$ cat src/rtl/field_row_reader_if.sv
// rtl/field_row_reader_if.sv - row fetch request/acknowledge bus between row reader and field store
interface field_row_reader_if #(
  parameter int COLS = 10
);
  logic              row_req;
  logic [4:0]        row_addr;
  logic              row_ack;
  logic [COLS-1:0]   row_occ;
  logic [7*COLS-1:0] row_color;

  modport master (
    output row_req,
    output row_addr,
    input  row_ack,
    input  row_occ,
    input  row_color
  );

  modport slave (
    input  row_req,
    input  row_addr,
    output row_ack,
    output row_occ,
    output row_color
  );
endinterface

$ cat src/rtl/field_row_reader.sv
// rtl/field_row_reader.sv - playfield line fetcher and per-pixel cell lookup (optional grid: GRID_LINES_EN)
module field_row_reader #(
  parameter int FIELD_X0  = 240,
  parameter int FIELD_Y0  = 40,
  parameter int CELL_LOG2 = 4,
  parameter int ROWS      = 20,
  parameter int COLS      = 10,
  parameter int H_FETCH   = 640,
  parameter int H_LAST    = 799
) (
  input  logic               Clk,
  input  logic               Reset,
  input  logic [9:0]         DrawX,
  input  logic [9:0]         DrawY,
  field_row_reader_if.master bus,
  output logic               is_block,
  output logic [6:0]         block_color,
  output logic               in_field,
  output logic               underrun,
  output logic               is_grid
);

  localparam int         COL_W = (COLS > 1) ? $clog2(COLS) : 1;
  localparam logic [9:0] X0    = 10'(FIELD_X0);
  localparam logic [9:0] X1    = 10'(FIELD_X0 + (COLS << CELL_LOG2));
  localparam logic [9:0] Y0    = 10'(FIELD_Y0);
  localparam logic [9:0] Y1    = 10'(FIELD_Y0 + (ROWS << CELL_LOG2));
  localparam logic [9:0] HF    = 10'(H_FETCH);
  localparam logic [9:0] HL    = 10'(H_LAST);
  localparam logic [6:0] EMPTY = 7'h7F;

  typedef enum logic {IDLE, REQ} state_t;
  state_t state, state_nx;

  logic [9:0]      ny, ny_off;
  logic            need;
  logic [4:0]      next_row;
  logic            fetch_pt, swap_pt;

  logic            shadow_valid;
  logic [COLS-1:0] shadow_occ, act_occ;
  logic [6:0]      shadow_col [COLS];
  logic [6:0]      act_col    [COLS];

  logic [9:0]      dx;
  logic [COL_W-1:0] col;
  logic            in_field_c;
  logic            cell_occ;
  logic [6:0]      cell_col;

  // Row needed by the line after the current one (frame wraps at line 524).
  always_comb begin
    ny       = (DrawY == 10'd524) ? 10'd0 : DrawY + 10'd1;
    ny_off   = ny - Y0;
    need     = (ny >= Y0) && (ny < Y1);
    next_row = 5'(ny_off >> CELL_LOG2);
    fetch_pt = (DrawX == HF);
    swap_pt  = (DrawX == HL);
  end

  // Fetch FSM state register.
  always_ff @(posedge Clk or negedge Reset) begin
    if (!Reset) state <= IDLE;
    else        state <= state_nx;
  end

  // Fetch FSM next state: launch once per line at the fetch point, hold until acknowledged.
  always_comb begin
    state_nx = state;
    unique case (state)
      IDLE: if (fetch_pt && need) state_nx = REQ;
      REQ:  if (bus.row_ack)      state_nx = IDLE;
    endcase
  end

  assign bus.row_req = (state == REQ);

  // Request address, shadow capture, end-of-line swap and sticky underrun.
  always_ff @(posedge Clk or negedge Reset) begin
    if (!Reset) begin
      bus.row_addr <= '0;
      shadow_valid <= 1'b0;
      shadow_occ   <= '0;
      act_occ      <= '0;
      underrun     <= 1'b0;
      for (int c = 0; c < COLS; c++) begin
        shadow_col[c] <= EMPTY;
        act_col[c]    <= EMPTY;
      end
    end else begin
      // A new fetch point drops whatever was captured late for the previous line.
      if (state == IDLE && fetch_pt) begin
        shadow_valid <= 1'b0;
        if (need) bus.row_addr <= next_row;
      end
      if (swap_pt) begin
        if (shadow_valid) begin
          act_occ      <= shadow_occ;
          act_col      <= shadow_col;
          shadow_valid <= 1'b0;
        end else begin
          act_occ <= '0;
          for (int c = 0; c < COLS; c++) act_col[c] <= EMPTY;
          if (need) underrun <= 1'b1;
        end
      end
      // Capture wins over the swap clear; data acked on the swap cycle waits for the next fetch point.
      if (state == REQ && bus.row_ack) begin
        shadow_occ   <= bus.row_occ;
        shadow_valid <= 1'b1;
        for (int c = 0; c < COLS; c++) shadow_col[c] <= bus.row_color[7*c +: 7];
      end
    end
  end

  // Cell lookup for the current pixel from the active line buffer.
  always_comb begin
    dx         = DrawX - X0;
    col        = COL_W'(dx >> CELL_LOG2);
    in_field_c = (DrawX >= X0) && (DrawX < X1) && (DrawY >= Y0) && (DrawY < Y1);
    cell_occ   = 1'b0;
    cell_col   = EMPTY;
    if (in_field_c) begin
      cell_occ = act_occ[col];
      cell_col = act_col[col];
    end
  end

  // Registered pixel outputs, one cycle behind DrawX/DrawY.
  always_ff @(posedge Clk or negedge Reset) begin
    if (!Reset) begin
      is_block    <= 1'b0;
      block_color <= EMPTY;
      in_field    <= 1'b0;
    end else begin
      in_field    <= in_field_c;
      is_block    <= cell_occ;
      block_color <= cell_occ ? cell_col : EMPTY;
    end
  end

`ifdef GRID_LINES_EN
  localparam logic [9:0] CELL_MASK = 10'((1 << CELL_LOG2) - 1);
  logic [9:0] dy;
  assign dy = DrawY - Y0;

  // Grid marks the first pixel column and row of every in-field cell.
  always_ff @(posedge Clk or negedge Reset) begin
    if (!Reset) is_grid <= 1'b0;
    else        is_grid <= in_field_c && (((dx & CELL_MASK) == '0) || ((dy & CELL_MASK) == '0));
  end
`else
  assign is_grid = 1'b0;
`endif

endmodule

$ cat src/flat_wrapper.sv
// flat-port wrapper written by rule: the top's interface ports become plain ports
module field_row_reader_flat 
#(
  parameter int FIELD_X0  = 240,
  parameter int FIELD_Y0  = 40,
  parameter int CELL_LOG2 = 4,
  parameter int ROWS      = 20,
  parameter int COLS      = 10,
  parameter int H_FETCH   = 640,
  parameter int H_LAST    = 799
)
  (Clk, Reset, DrawX, DrawY, is_block, block_color, in_field, underrun, is_grid, bus_row_req, bus_row_addr, bus_row_ack, bus_row_occ, bus_row_color);
  field_row_reader_if #(.COLS(COLS)) bus_i ();
  input  logic Clk;
  input  logic Reset;
  input  logic [9:0] DrawX;
  input  logic [9:0] DrawY;
  output logic is_block;
  output logic [6:0] block_color;
  output logic in_field;
  output logic underrun;
  output logic is_grid;
  output wire logic [$bits(bus_i.row_req)-1:0] bus_row_req;
  output wire logic [$bits(bus_i.row_addr)-1:0] bus_row_addr;
  input wire logic [$bits(bus_i.row_ack)-1:0] bus_row_ack;
  input wire logic [$bits(bus_i.row_occ)-1:0] bus_row_occ;
  input wire logic [$bits(bus_i.row_color)-1:0] bus_row_color;
  assign bus_row_req = bus_i.row_req;
  assign bus_row_addr = bus_i.row_addr;
  assign bus_i.row_ack = bus_row_ack;
  assign bus_i.row_occ = bus_row_occ;
  assign bus_i.row_color = bus_row_color;
  field_row_reader #(.FIELD_X0(FIELD_X0), .FIELD_Y0(FIELD_Y0), .CELL_LOG2(CELL_LOG2), .ROWS(ROWS), .COLS(COLS), .H_FETCH(H_FETCH), .H_LAST(H_LAST)) u_core (.Clk(Clk), .Reset(Reset), .DrawX(DrawX), .DrawY(DrawY), .bus(bus_i), .is_block(is_block), .block_color(block_color), .in_field(in_field), .underrun(underrun), .is_grid(is_grid));
endmodule
$ cat config.mk
export PLATFORM = sky130hd
export DESIGN_NAME = field_row_reader_flat
export DESIGN_NICKNAME = d
export VERILOG_FILES = /design/src/rtl/field_row_reader_if.sv /design/src/rtl/field_row_reader.sv /design/src/flat_wrapper.sv
export SDC_FILE = /design/constraint.sdc
export NUM_CORES = 1
export LEC_CHECK = 0
export CORE_UTILIZATION = 40
export CTS_BUF_LIST = sky130_fd_sc_hd__clkbuf_8
export DETAILED_ROUTE_END_ITERATION = 6
export MAX_ROUTING_LAYER = met4
export PLACE_DENSITY_LB_ADDON = 0.25
export SLEW_MARGIN = 15
export SYNTH_ARGS = -nofsm -noshare
export SYNTH_HDL_FRONTEND = slang
export SYNTH_SLANG_ARGS = --single-unit
$ cat constraint.sdc
create_clock -name Clk -period 1.75 [get_ports Clk]
set_input_delay 0.2625 -clock Clk [delete_from_list [all_inputs] [get_ports Clk]]
set_output_delay 0.2625 -clock Clk [all_outputs]
set_load 0.01 [all_outputs]
# Word-level counts from Yosys, hierarchy flattened
# Index checks and enable logic that the tools add are counted.
totals:
  input_bits: 103
  elab_cells: 73
  romBits: 0
  out_inout_bits: 17
  n_memories: 0
  ramBits: 0
  latchBits: 0
  ff_bits: 177
op_classes:
  n_addsub: 3
  div: 0
  shifts: 0
  mux: 18
  bitwise_logic: 3
  magnitude_cmp: 8
  reduce_logical: 9
  n_mul: 0
  eq_ne: 3
ops:
  columns: ["op", "count"]
  rows:
  - ["$mux 70", 1]
  - ["$eq 10x10->1 const B", 3]
  - ["$lt 10x9->1 const B", 3]
  - ["$bmux 7 s4", 1]
  - ["$mux 7", 4]
  - ["$ge 10x6->1 const B", 2]
  - ["$mux 10", 2]
  - ["$add 10x1->10 const B", 1]
  - ["$ge 10x8->1 const B", 1]
  - ["$sub 9x6->9 const B", 1]
  - ["$mux 1", 8]
  - ["$sub 8x8->8 const B", 1]
  - ["$logic_and 1x1->1", 7]
  - ["$ge 5x5->1 const B", 1]
  - ["$lt 4x5->1 const B", 1]
  - ["$not 4->5", 1]
  - ["$bmux 1 s4", 1]
  - ["$reduce_and 3->1", 1]
  - ["$not 1->1", 2]
  - ["$pmux 1 s2", 1]
  - ["$reduce_and 2->1", 1]

# Logic depth before layout (Yosys ltp)
# Gate-level depths: netlist (run 1).
depth:
  depth_word: 7
  mapped_depth: 12
  mapped_depth_nobuf: 12

# Worst setup path after synthesis (run 1)
# Ideal clock, no wire load.
synth_timing:
  path_type: "input to register"
  start: "input DrawX[4]"
  end: "register u_core.block_color[3]"
  cell_stages: 9
  t_required_ns: 1.641
  path_buffers: 4
  arrival_time_ns: 2.301
  path_slack_ns: -0.660
  cell_sequence: "buf_2 -> buf_2 -> inv_1 -> ha_1 -> clkbuf_1 -> clkbuf_1 -> mux4_2 -> mux2i_1 -> o221ai_1"
synth_via:
  elab_chain_len: 7
  elab_cells_between_ends: 15
  classes_between: "add/sub: 1; order compare: 2; mux: 8; bitwise: 1; reduce/logical: 3"
synth_rtl:
  columns: ["item", "line_no", "source"]
  rows:
  - ["start, declared", "flat_wrapper.sv:16", "input logic [9:0] DrawX;"]
  - ["$sub 8x8->8", "field_row_reader.sv:118", "dx = DrawX - X0;"]
  - ["$not 4->5 (not written as such)", "field_row_reader.sv:125", "cell_col = act_col[col];"]
  - ["$bmux 7 s4", "field_row_reader.sv:125", null]
  - ["$mux 7 (not written as such) (2 in a row)", "field_row_reader.sv:125", null]
  - ["$mux 7", "field_row_reader.sv:123", "if (in_field_c) begin"]
  - ["$mux 7 (*)", "field_row_reader.sv:138", "block_color <= cell_occ ? cell_col : EMPTY;"]
  - ["end signal, assigned", "field_row_reader.sv:138", null]
  - ["end, declared", "field_row_reader.sv:17", "output logic [6:0] block_color,"]
# Every way passes the cells marked *; elsewhere a longest branch is shown, timed or not. The select of a mux whose other input is x is not followed.
# A chain may end at the register's enable or synchronous reset.

# Worst setup path in the final report (run 1)
layout_timing:
  start: "input DrawY[0]"
  end: "register u_core.bus.row_addr[2]"
layout_via:
  elab_chain_len: 5
  elab_cells_between_ends: 8
  classes_between: "add/sub: 2; order compare: 2; eq/ne: 1; mux: 1; reduce/logical: 2"
layout_rtl:
  columns: ["item", "line_no", "source"]
  rows:
  - ["start, declared", "flat_wrapper.sv:17", "input logic [9:0] DrawY;"]
  - ["$add 10x1->10 / $eq 10x10->1 (equally long branches)", "field_row_reader.sv:53", "ny = (DrawY == 10'd524) ? 10'd0 : DrawY + 10'd1;"]
  - ["$mux 10 (*)", "field_row_reader.sv:53", null]
  - ["$ge 10x6->1 / $lt 10x9->1 (equally long branches)", "field_row_reader.sv:55", "need = (ny >= Y0) && (ny < Y1);"]
  - ["$logic_and 1x1->1", "field_row_reader.sv:55", null]
  - ["$reduce_and 2->1 (no line)", null, null]
  - ["end signal, assigned", "field_row_reader.sv:94", "if (need) bus.row_addr <= next_row;"]
  - ["end, declared", "field_row_reader_if.sv:13", "output row_addr,"]
# Every way passes the cells marked *; elsewhere a longest branch is shown, timed or not.

==> flow_metrics.py, run 1 <==
metrics = {
    "run_status": {
        "outcome": "finished with violations",
        "failed_checks": "negative setup slack",
    },
    "yosys": {
        "syn_nets": 790,
        "ys_top_cells_by_area": "dfstp_2 (48%), mux2_2 (12%), dfrtp_1 (9.3%), nand2_1 (7.9%), o21ai_0 (4.5%)",
        "avgSynthCellArea_um2": 11.87,
        "synth_xor_area_share_pct": 1.273,
        "synth_compound_area_share_pct": 7.436,
        "syn_area_um2": 8060,
        "synth.distinct_cells": 48,
        "synth_adder_area_share_pct": 1.242,
        "synth-edff-count": 0,
        "syn_inst": 679,
        "synth_top_family_by_area": "multiplexers",
        "synth_flop_cell": "dfstp_2",
        "ys_ff_latch": 177,
        "ys_async_sr_fraction_pct": 100.0,
        "yosysTopAreaCellShare_pct": 47.92,
        "ys_warn_count": 0,
        "synth_top_area_cell": "dfstp_2",
        "synthSimpleGateAreaFrac_pct": 11.44,
        "synthMuxAreaShare_pct": 18.60,
        "seq_area_frac_synth_pct": 57.23,
    },
    "timing": {
        "setup_viol": 7,
        "period_needed_ps": 1983,
        "fin_crit_sh_pct": 113.3,
        "rsz0062_at_grt": "yes",
        "finalMaxSlewViolations": 0,
        "fin_ws_ps": -232.6,
        "hold_viol": 0,
        "skew_ps": 13.09,
        "max_freq_ghz": 0.5044,
    },
    "floorplanning": {
        "start_util_pct": 41.14,
        "dieArea_um2": 20720,
        "io_pins": 120,
        "fp.dieW_um": 144.0,
        "fp.dieH_um": 144.0,
        "core_area_um2": 19590,
        "rows": 51,
    },
    "layout": {
        "final_nets": 955,
        "regArea_um2": 4613,
        "multi_input_area_um2": 3385,
        "filler_cell_count": 1739,
        "area_growth_pct": 30.64,
        "final_common_cell": "nand2_1",
        "stdcell_area_um2": 10530,
        "antenna_cells": 0,
        "final_layout_size_suffix_gt1_share_pct": 45.74,
        "layout_common_cells": "nand2_1 (167), dfstp_2 (147), clkdlybuf4s50_1 (98), mux2_2 (85), o21ai_0 (71)",
    },
    "critical_path": {
        "cp_max_fo": 5,
        "end_kind": "flop",
        "critPathLaunchType": "input pin",
        "worstPathArrival_ps": 2320,
        "crit_type": "in -> reg",
        "worstPathRequired_ps": 2090,
    },
    "pwr": {
        "combPwrFrac_pct": 12.0,
        "clkPwrFrac_pct": 30.8,
        "p_int_mw": 5.987,
        "leakage_nw": 4.608,
        "netSwitchingFraction_pct": 24.36,
        "power.density_nw_per_um2": 751.7,
        "vdd_drop_max_mv": 0.4781,
        "p_switching_mw": 1.928,
        "seq_power_share_pct": 57.3,
    },
    "global_route": {
        "grtUsageTotal_pct": 19.88,
        "grt_pass1_vias": 6005,
        "antenna_found_initial": 0,
        "grt_max_degree": 90,
        "grt_pass1_wl_mm": 30.36,
        "grt_overflow": 0,
    },
    "clock_tree": {
        "htree_levels": 4,
        "cts_buffers": 17,
        "tritoncts": "built",
        "ctsLongestPathBuffers": 2,
        "cts-root-buf": "clkbuf_8",
        "cts_sinks": 177,
        "clkLatencyLatePin_ps": 450,
        "clk_pin_slew_ps": 90,
    },
    "detailed_routing": {
        "antenna_left": 0,
        "vias": 5616,
        "routedWlPerCell_um": 16.29,
        "drc": 0,
        "vias_per_cell": 5.005,
        "drtPass1Iterations": 4,
        "drtIter0Drc": 263,
        "routed_wl_mm": 18.28,
    },
    "placement": {
        "io_buffers": 118,
        "place.gp.congestion": 0.9344,
        "dpl_cell_area_um2": 10050,
        "place_ws_ps": -1109,
        "post-dp-hpwl_mm": 13.06,
    },
    "flow_run": {
        "drv_cap": 0,
    },
    "min_path": {
        "min_path_type": "in -> async",
    },
}
## final timing paths
kind	endpoint	slack (ps)	cells after the start	start
setup / recovery	u_core.bus.row_addr[2]	-230	15	DrawY[0]
hold / removal	u_core.shadow_col[54]	360	2	Reset
setup reg to reg	u_core.bus.row_addr[1]	50	5	u_core.bus.row_req
hold reg to reg	u_core.act_col[48]	450	2	u_core.act_col[48]
max in group asynchronous	u_core.shadow_col[48]	880	3	Reset
min in group Clk	u_core.in_field	360	4	DrawY[7]
## metrics by stage
| step | hold slack, ps | total power, mW | setup TNS (ps) | std cells | utilization, % |
|---|---|---|---|---|---|
| after floorplan | -33.09 | 4.968 | -2721 | 679 | - |
| after global placement | 273.6 | 5.493 | -55850 | 1078 | 51.29 |
| after detailed placement | 278.3 | 5.529 | -58520 | 1078 | 51.29 |
| after CTS | 310.2 | 8.019 | -1777 | 1122 | 53.64 |
| after global routing | 346.2 | 8.311 | -1835 | 1122 | 53.75 |
| final | 356.9 | 7.915 | -1174 | 1122 | 53.75 |
## layout make-up
| type | count | share of cell area [%] |
|---|---|---|
| sequential | 177 | 43.81 |
| multi-input combinational | 449 | 32.14 |
| timing repair buffer | 190 | 17.31 |
| tap | 265 | 3.149 |
| clock buffer | 19 | 2.483 |
| clock inverter | 13 | 0.7129 |
| inverter | 9 | 0.3921 |
## worst max-delay path: stages
cell	delay (ps)
buf_6	80
inv_4	30
buf_4	120
buf_4	120
buf_4	120
buf_4	120
buf_4	120
o22ai_2	130
a31o_2	180
inv_1	40
ha_2	160
nand2_2	80
o41ai_4	80
o2111ai_4	300
mux2_2	380
## repair_timing
| item | in CTS | in global routing |
|---|---|---|
| hold buffers | 1 | 0 |
| hold endpoints to repair | 38 | 0 |
| pin swaps | 12 | 6 |
| setup buffers | 11 | 1 |
| setup endpoints to repair | 103 | 28 |
| resized for setup | 48 | 10 |
## flip-flops by register name (all words and copies together), names as in the netlist
| register | count |
|---|---|
| u_core.block_color | 7 |
| u_core.in_field | 1 |
| u_core.shadow_col | 70 |
| u_core.bus.row_req | 1 |
| u_core.act_col | 70 |
| u_core.bus.row_addr | 5 |
| u_core.act_occ | 10 |
| u_core.shadow_valid | 1 |
| u_core.shadow_occ | 10 |
| u_core.is_block | 1 |
| u_core.underrun | 1 |
## power by group through the flow
stage               Clock (mW)  Sequential, mW  Combinational, mW
floorplan                    0            4.54              0.427
finish                    2.43            4.53              0.950
global placement             0            4.59              0.904
detailed placement           0            4.60              0.930
CTS                       2.53            4.53              0.960
global route              2.71            4.56               1.05
## kinds of logic (layout without fill, tap and decap cells)
group / after synthesis / count (layout)
AOI/OAI and AO/OA: 97 / 97
xor gates and xnor gates: 10 / 10
adders and majority gates: 8 / 8
buffers and inverters: 53 / 231
DFF: 177 / 177
muxes: 119 / 119
other: 1 / 1
and+or+nand+nor: 214 / 214
## cells in the mapped netlist (5+ instances only)
cell type / count
dfstp_2: 147
dfrtp_1: 30
xor2_1: 7
mux2i_1: 17
inv_1: 8
nand3_1: 15
mux2_2: 86
mux4_2: 16
clkbuf_1: 35
o221ai_1: 8
nor2_1: 5
buf_2: 5
nand2_1: 169
o21ai_0: 73
ha_1: 8
## metal layers
layer	global-route usage, %	vias to the layer above	part of all wire [%]
met5	-	-	0
met4	5.879	0	1.5
met3	4.099	20	4.0
met2	33.18	118	51
met1	24.22	2802	44
li1	-	2676	-
(Power assumes the default switching activity.)
==> run 2, diff against run 1 <==
CTS_BUF_LIST = sky130_fd_sc_hd__clkbuf_16   (was sky130_fd_sc_hd__clkbuf_8)
==> flow_metrics.py, run 2 (synthesized netlist as in run 1, its figures left out) <==
metrics = {
    "flow_run": {
        "drv_cap": 0,
    },
    "detailed_routing": {
        "routed_wl_mm": 18.51,
        "drtIter0Drc": 287,
        "drtPass1Iterations": 4,
        "antenna_left": 0,
        "drc": 0,
        "vias_per_cell": 5.029,
        "routedWlPerCell_um": 16.49,
        "vias": 5643,
    },
    "critical_path": {
        "rr_endpoint": "u_core.bus.row_addr[1]",
        "worstPathArrival_ps": 2320,
        "cp_slowest_cell": "mux2_2",
        "rr_worst_depth": 5,
        "worstPathCellList": "buf_6, inv_4, buf_4, buf_4, buf_4, buf_4, buf_4, o22ai_2, a31o_2, inv_1, ha_2, nand2_2, o41ai_4, o2111ai_4, mux2_2",
        "end_kind": "flop",
        "cp.depth": 15,
        "cp_max_fo": 5,
        "r2r_start": "u_core.bus.row_req",
        "critPathLaunchType": "input pin",
        "worstPathRequired_ps": 2060,
        "rrSetupSlack_ps": 60,
        "critPathLaunch": "DrawY[0]",
        "crit_type": "in -> reg",
        "crit_path_frequent_cell": "buf_4",
        "crit_family": "buffers and inverters",
        "crit_path_end": "u_core.bus.row_addr[2]",
        "path_buf_inv": 8,
        "crit_path_max_incr_delay_ps": 380,
    },
    "global_route": {
        "grt_overflow": 0,
        "use_met1_pct": 24.91,
        "met2_usage_pct": 33.56,
        "grt.busiest_layer": "met2",
        "grt_max_degree": 90,
        "grtUsageTotal_pct": 20.27,
        "grt_pass1_wl_mm": 30.80,
        "antenna_found_initial": 0,
        "grt_pass1_vias": 6008,
        "grtUsageMet3_pct": 3.432,
    },
    "clock_tree": {
        "cts_buffers": 17,
        "cts_sinks": 177,
        "cts-root-buf": "clkbuf_16",
        "htree_levels": 4,
        "clk_pin_slew_ps": 60,
        "clkLatencyLatePin_ps": 430,
        "tritoncts": "built",
        "ctsLongestPathBuffers": 2,
    },
    "timing": {
        "fin_ws_ps": -255.2,
        "rsz0062_at_grt": "yes",
        "hold_viol": 0,
        "fin_crit_sh_pct": 114.6,
        "whs_ps": 378.8,
        "period_needed_ps": 2005,
        "finalMaxSlewViolations": 0,
        "max_freq_ghz": 0.4987,
        "tns_ps": -1388,
        "setup_viol": 7,
        "skew_ps": 6.598,
    },
    "min_path": {
        "hp-start": "DrawY[7]",
        "min_path_type": "in -> reg",
    },
    "floorplanning": {
        "fp.dieW_um": 144.0,
        "dieArea_um2": 20720,
        "start_util_pct": 41.14,
        "io_pins": 120,
        "fp.dieH_um": 144.0,
        "core_area_um2": 19590,
        "rows": 51,
    },
    "placement": {
        "place.gp.congestion": 0.9344,
        "post-dp-hpwl_mm": 13.06,
        "io_buffers": 118,
        "place_inst": 1078,
    },
    "layout": {
        "final_layout_size_suffix_gt1_share_pct": 45.51,
        "filler_cell_count": 1726,
        "utilization_pct": 54.70,
        "final_cell_count_no_fill": 1122,
        "final_nets": 955,
        "layout_common_cells": "nand2_1 (167), dfstp_2 (147), clkdlybuf4s50_1 (98), mux2_2 (85), o21ai_0 (71)",
        "largest_registers": "u_core.act_col (70), u_core.shadow_col (70)",
        "final_common_cell": "nand2_1",
        "antenna_cells": 0,
        "area_growth_pct": 32.94,
    },
    "run_status": {
        "outcome": "finished with violations",
        "failed_checks": "negative setup slack",
    },
    "pwr": {
        "vdd_drop_max_mv": 0.6643,
        "leakage_nw": 4.700,
        "power.density_nw_per_um2": 821.5,
        "finalPower_mw": 8.803,
    },
}
-- run 2: cell count changes in the layout (fill, tap and decap cells not counted), sizes merged --
| cell | before | now |
|---|---|---|
| buf | 78 | 77 |
| clkbuf | 19 | 17 |
| clkdlybuf4s15 | 0 | 1 |
| clkinv | 3 | 5 |
| dlygate4sd2 | 12 | 10 |
| dlymetal6s2s | 1 | 3 |
-- run 2: worst min path at each step --
stage,endpoint,slack (ps),cells past startpoint
after floorplan,u_core.act_occ[0],-30,0
final,u_core.in_field,380,4
after global placement,u_core.shadow_col[45],270,1
after global routing,u_core.in_field,390,4
after CTS,u_core.in_field,350,4
after detailed placement,u_core.shadow_col[54],280,1
-- run 2: timing repair --
action / CTS / global route
resized for setup: 46 / 11
buffers inserted: 11 / 1
hold buffers: 1 / 0
setup endpoints to repair: 102 / 92
pin swaps: 12 / 5
endpoints found under the hold margin: 38 / 0
-- run 2: per-stage QoR --
step / area (um^2) / setup WS, ps
finish: 10720 / -255.2
global route: 10720 / -364.1
CTS: 10680 / -348.0
detailed placement: 10050 / -1109
global placement: 10050 / -1026
floorplan: 8205 / -424.1
-- run 2: power by group --
part | switching (mW) | total, mW | internal [mW]
sequential | 0.112 | 4.54 | 4.42
combinational | 0.414 | 0.951 | 0.536
clock | 1.54 | 3.32 | 1.78
-- run 2: per-layer routing --
layer	vias to the layer above	part of all wire [%]	wire length, um
li1	2678	-	-
met3	25	3.7	681
met1	2819	44	8138
met5	-	0	0
met4	0	1.8	336
met2	121	51	9349
-- run 2: tightest hold or removal path, stage by stage --
cell and delay (ps):
buf_2 120, buf_4 140, o21a_1 170, a2111oi_4 60
-- run 2: cell type report --
| cell class | count | area (um^2) | area share (%) |
|---|---|---|---|
| clock inverters | 15 | 82.58 | 0.7707 |
| multi-input cells | 449 | 3385 | 31.59 |
| clock buffers | 17 | 425.4 | 3.970 |
| repair buffers | 190 | 1837 | 17.14 |
| inverters | 9 | 41.29 | 0.3853 |
| well taps | 265 | 331.6 | 3.094 |
| flip-flops and latches | 177 | 4613 | 43.05 |
